$ cat config.mk
export PLATFORM = sky130hd
export DESIGN_NAME = diff_manch_dec
export DESIGN_NICKNAME = d
export VERILOG_FILES = /design/src/rtl/diff_manch_dec.sv
export SDC_FILE = /design/constraint.sdc
export NUM_CORES = 1
export LEC_CHECK = 0
export CAP_MARGIN = 15
export CELL_PAD_IN_SITES_DETAIL_PLACEMENT = 1
export CELL_PAD_IN_SITES_GLOBAL_PLACEMENT = 1
export CORE_MARGIN = 4
export CORE_UTILIZATION = 39
export DETAILED_ROUTE_END_ITERATION = 10
export PLACE_DENSITY = 0.81
export SLEW_MARGIN = 15
export SYNTH_ARGS = -nofsm -noshare
export SYNTH_HDL_FRONTEND = slang
export SYNTH_SLANG_ARGS = --single-unit
$ cat constraint.sdc
create_clock -name clk -period 1.35 [get_ports clk]
set_input_delay 0.2025 -clock clk [delete_from_list [all_inputs] [get_ports clk]]
set_output_delay 0.2025 -clock clk [all_outputs]
set_load 0.01 [all_outputs]
$ cat src/rtl/diff_manch_dec.sv
// Differential Manchester decoder: recovers half-bit phase from the mid-bit
// transitions, then delivers decoded bits and MSB-first WIDTH-bit words once locked.
module diff_manch_dec #(
  parameter int WIDTH     = 8,
  parameter int LOCK_BITS = 4
) (
  input  logic             clk,
  input  logic             rst,
  input  logic             din,
  output logic             bit_out,
  output logic             bit_valid,
  output logic [WIDTH-1:0] word_out,
  output logic             word_valid,
  output logic             locked,
  output logic             err
);

  localparam int CW = $clog2(LOCK_BITS + 1);
  localparam int BW = $clog2(WIDTH);

  typedef enum logic {
    BND = 1'b0,
    MID = 1'b1
  } phase_t;

  phase_t ph, ph_next;

  logic             s1, s, sp;
  logic             t;
  logic             good, viol;
  logic             cand;
  logic [CW-1:0]    good_cnt;
  logic [BW-1:0]    bcnt;
  logic [WIDTH-2:0] sh;

  // din is asynchronous: two flops before anything looks at it
  always_ff @(posedge clk or negedge rst) begin
    if (!rst) begin
      s1 <= 1'b0;
      s  <= 1'b0;
      sp <= 1'b0;
    end else begin
      s1 <= din;
      s  <= s1;
      sp <= s;
    end
  end

  assign t = s ^ sp;

  always_ff @(posedge clk or negedge rst) begin
    if (!rst) ph <= BND;
    else      ph <= ph_next;
  end

  // A missing mid-bit transition means this slot was really a boundary,
  // so the next slot is treated as the mid-bit slot.
  always_comb begin
    ph_next = MID;
    good    = 1'b0;
    viol    = 1'b0;
    if (ph == MID) begin
      if (t) begin
        ph_next = BND;
        good    = 1'b1;
      end else begin
        ph_next = MID;
        viol    = 1'b1;
      end
    end
  end

  always_ff @(posedge clk or negedge rst) begin
    if (!rst) begin
      cand       <= 1'b0;
      good_cnt   <= '0;
      bcnt       <= '0;
      sh         <= '0;
      bit_out    <= 1'b0;
      bit_valid  <= 1'b0;
      word_out   <= '0;
      word_valid <= 1'b0;
      locked     <= 1'b0;
      err        <= 1'b0;
    end else begin
      bit_valid  <= 1'b0;
      word_valid <= 1'b0;
      err        <= 1'b0;
      if (ph == BND) begin
        cand <= ~t;
      end else if (good) begin
        if (good_cnt != CW'(LOCK_BITS)) good_cnt <= good_cnt + 1'b1;
        if (locked) begin
          bit_out   <= cand;
          bit_valid <= 1'b1;
          sh        <= (WIDTH-1)'({sh, cand});
          if (bcnt == BW'(WIDTH - 1)) begin
            word_out   <= {sh, cand};
            word_valid <= 1'b1;
            bcnt       <= '0;
          end else begin
            bcnt <= bcnt + 1'b1;
          end
        end else if (good_cnt == CW'(LOCK_BITS - 1)) begin
          // the bit that completes acquisition is consumed, not delivered
          locked <= 1'b1;
        end
      end else if (viol) begin
        cand     <= 1'b1;
        good_cnt <= '0;
        locked   <= 1'b0;
        err      <= locked;
        bcnt     <= '0;
      end
    end
  end

endmodule

## Word-level counts from Yosys, hierarchy flattened

Cells that the tools add are included.
Widths: inputs -> output; s select.

- $add $sub $neg: 2
- Equal/unequal tests: 7
- Muxes and demuxes: 28
- Bitwise gates (word level): 2
- Reduce and logical (&&, ||, !) cells: 7

Operator list:

| cell | number |
|---|---|
| $mux 1 | 22 |
| $mux 3 | 6 |
| $reduce_and 3->1 | 3 |
| $add 3x1->3 const B | 2 |
| $ne 2x1->1 const B | 2 |
| $ne 2x2->1 const B | 2 |
| $reduce_and 2->1 | 2 |
| $reduce_and 4->1 | 1 |
| $eq 3x2->1 const B | 1 |
| $eq 3x3->1 const B | 1 |
| $ne 3x3->1 const B | 1 |
| $reduce_bool 2->1 | 1 |
| $not 1->1 | 1 |
| $xor 1x1->1 | 1 |

- Register bits after elaboration: 31
- Input port bits: 3
- Output and inout bits: 13
- Word-level logic and storage cells: 60

## Longest topological paths before layout

- Depth in word-level cells: 6
- Gate-level depth with buffers: 5
- Depth with buffers taken out: 5

## Worst setup path after synthesis

Ideal clock, no wire load.

- Kind: flip-flop to flip-flop
- From: register bcnt[0]
- To: register word_out[0]
- Setup time: 0.125 ns
- Arrival: 1.286 ns
- Required time: 1.225 ns
- Slack: -0.061 ns
- Stages on the path, launching flop included: 6
- Buffers on the path: 1
- Period minus slack after synthesis: 1.411 ns
- Cell sequence: dfrtp_1 -> ha_1 -> ha_1 -> nor3b_2 -> buf_6 -> mux2_2

- Cells in the longest elaborated chain, start to end: 2

Ends and longest elaborated chain:

| what | RTL line | source |
|---|---|---|
| from (decl) | 33 | `logic [BW-1:0] bcnt;` |
| from (signal assigned) | 102 | `bcnt <= bcnt + 1'b1;` |
| $eq 3x3->1 | 97 | `if (bcnt == BW'(WIDTH - 1)) begin` |
| $reduce_and 4->1 (no line) | - |  |
| to (signal assigned) | 98 | `word_out <= {sh, cand};` |
| to (decl) | 12 | `output logic [WIDTH-1:0] word_out,` |

Every way passes these cells.
A chain may end at the register's enable or synchronous reset.

## Final worst setup path

- From: register bcnt[0]
- To: register word_out[2]

Same word-level chain as after synthesis.

==> flow_metrics.tcl <==
set metrics [dict create \
    r2r_slack_ns -0.19 \
    grt_pass1_vias 911 \
    syn-cell-area_sq_um 1180 \
    critical_path_class "reg2reg" \
    dpl_cell_area_sq_um 1460 \
    cts_made_buffers 5 \
    dpl.hpwl_mm 1.72 \
    initial_utilization_pct 41.8 \
    hold_class "in2async" \
    drc 0 \
    wl_per_cell_um 20.1 \
    r2r-start "bcnt[0]$_DFFE_PN0P_" \
    antenna_found_initial 0 \
    grt_max_degree 31 \
    ios 16 \
    fin_util_pct 58.7 \
    r2r-end "word_out[2]$_DFFE_PN0P_" \
    cts_tree "done" \
    relSlewSlack_pct 82.7 \
    synth-seq-cells 30 \
    fp.dieW_um 63.1 \
    syn_inst 81 \
    core_sq_um 2830 \
    area_growth_pct 40.3 \
    synthesis.nets 89 \
    rsz0062_at_grt "true" \
    via_per_inst 5.32 \
    postRouteAntennaNets 0 \
    finalSetupViolCount 15 \
    vdd.ir_drop.worst_v 0.00137 \
    ys_warn_count 0 \
    slew_violations 0 \
    cp_data_required_time_ns 1.57 \
    ys_types 20 \
    cts-htree-levels 2 \
    place_congestion 0.643 \
    clock_sinks 30 \
    clock_path_buffers 2 \
    skew_ns 0.0126 \
    antenna_cells 0 \
    clock_latency_ns 0.34 \
    synth_area_leader_cell "dfrtp_1" \
    cp.arrival_ns 1.76 \
    finalCritPeriodShare_pct 114 \
    wl_mm 2.93 \
    grt_usage_pct 16.6 \
    final_cell_mix "28 x dfrtp_1, 14 x mux2_4, 12 x dlygate4sd2_1" \
    layout_commonest_cell "dfrtp_1" \
    drt_iter0_drc 16 \
    path_max_fanout 7 \
    final_nets 123 \
    pwr_density_cell_nw_per_um2 1460 \
    dr.pass1.iters 4 \
    fin_ws_ns -0.194 \
    final_area_sq_um 1660 \
    cap_viol_max_count 0 \
    grt_pass1_wl_mm 4.80 \
    cts.clk_slew.worst_paths_ns 0.10 \
    outcome "finished with violations" \
    layout_min_cycle_time_ns 1.54 \
    synth_top_area_share_pct 63.4 \
    final_hold_viol_count 0 \
    synth.area.top_cells "dfrtp_1 63%, mux2_2 14%, ha_1 5.3%, a22o_1 2.2%, buf_6 1.9%" \
    die-area_sq_um 3980 \
    avgSynthCellArea_sq_um 14.6 \
    rr_worst_depth 5 \
    max_freq_mhz 648 \
    fp-row-count 19 \
    p_leak_nw 0.849 \
    cp-end-kind "flip-flop" \
    hold_buffers 0 \
    critPathLaunchType "flip-flop" \
    tightest_slew_ns 0.258 \
    violations "negative setup slack" \
    drive_gt1_share_pct 41.7 \
    clockRootBuffer "clkbuf_4" \
    crit_start "bcnt[0]$_DFFE_PN0P_" \
    die_y_um 63.1 \
    port_buffers 15 \
    overflow 0 \
    vias 776 \
    seq_area_frac_synth_pct 63.4 \
]
[timing repair]
item,4_1_cts,5_1_grt
gates resized for setup,32,13
setup endpoints to repair,29,23
hold endpoints to repair,0,0
pin swaps,3,6
buffers inserted,3,2
[flip-flops by register name, indices dropped and copies added (netlist names)]
name and cells:
ph 1, bit_valid 1, locked 1, sh 7, word_valid 1, s1 1, err 1, s 1
sp 1, word_out 8, good_cnt 3, bcnt 3, cand 1
[Yosys cell counts]
cell type   n
inv_1       3
o22ai_1     2
mux2_2     15
dfrtp_1    30
xnor2_2     1
buf_6       2
nor2_2      1
and3_1      1
clkbuf_1    1
xor2_1      1
o21ai_0     2
a21oi_1     3
nor2_1      2
o21bai_1    1
nor3b_2     1
ha_1        5
a31oi_1     1
a32o_1      1
nand2_1     5
a22o_1      3
[power by group]
group,internal (W),leakage (nW),switching (W)
logic,0.000278,0.407,0.000275
clock network,0.000431,0.0443,0.000319
registers,0.00101,0.398,0.000107
total,0.00172,0.849,0.000701
[final cells by class]
type                       instances  area, sq um
clock buffer                       6         51.3
tap                               31         38.8
multi-input combinational         45          498
clock inverter                     1         30.0
sequential                        30          753
inverter                           3         11.3
fill                             272         1170
timing repair buffer              30          278
[per-stage QoR]
| step | worst slack, ns | hold WS [ns] | TNS [ns] | cells | total power, W |
|---|---|---|---|---|---|
| detailed placement | -0.179 | 0.339 | -1.51 | 135 | 0.00159 |
| global placement | -0.0936 | 0.336 | -0.632 | 135 | 0.00154 |
| CTS | -0.166 | 0.207 | -1.54 | 145 | 0.00238 |
| global route | -0.257 | 0.205 | -3.21 | 146 | 0.00255 |
| floorplan | -0.0439 | -0.0931 | -0.352 | 81 | 0.00136 |
| finish | -0.194 | 0.211 | -2.28 | 146 | 0.00242 |
[per-layer routing]
layer	wire (um)	global-route usage (%)	up-vias
met5	0	0	-
met4	86	8.26	0
met3	86	5.51	8
met2	1500	27.4	16
met1	1260	19.3	402
li1	-	-	350
[cell families (layout without fill, tap and decap cells)]
kind of cell,Yosys count,after routing,share of synthesized area [%]
adder cells (fa/ha/maj),5,5,5.29
XOR/XNOR,2,2,2.11
AND/OR/NAND/NOR,10,10,4.33
multiplexers,15,15,14.3
AO/OA/AOI/OAI,13,13,7.40
buffers and inverters,6,40,3.17
flip-flops,30,30,63.4
[how the worst max path moves through the flow]
stage                                    endpoint  slack [ns]  cells past startpoint
after global routing      word_out[4]$_DFFE_PN0P_       -0.26                      5
after floorplan           word_out[0]$_DFFE_PN0P_       -0.04                      5
final                     word_out[2]$_DFFE_PN0P_       -0.19                      5
after CTS                 word_out[4]$_DFFE_PN0P_       -0.17                      5
after detailed placement  word_out[4]$_DFFE_PN0P_       -0.18                      5
after global placement    word_out[4]$_DFFE_PN0P_       -0.09                      5
[worst max-delay path, stage by stage (launching register included)]
cell and delay, ns:
dfrtp_1 0.37, ha_2 0.19, ha_4 0.13, nor3b_4 0.24
buf_6 0.19, mux2_4 0.30
(Power assumes the default switching activity.)
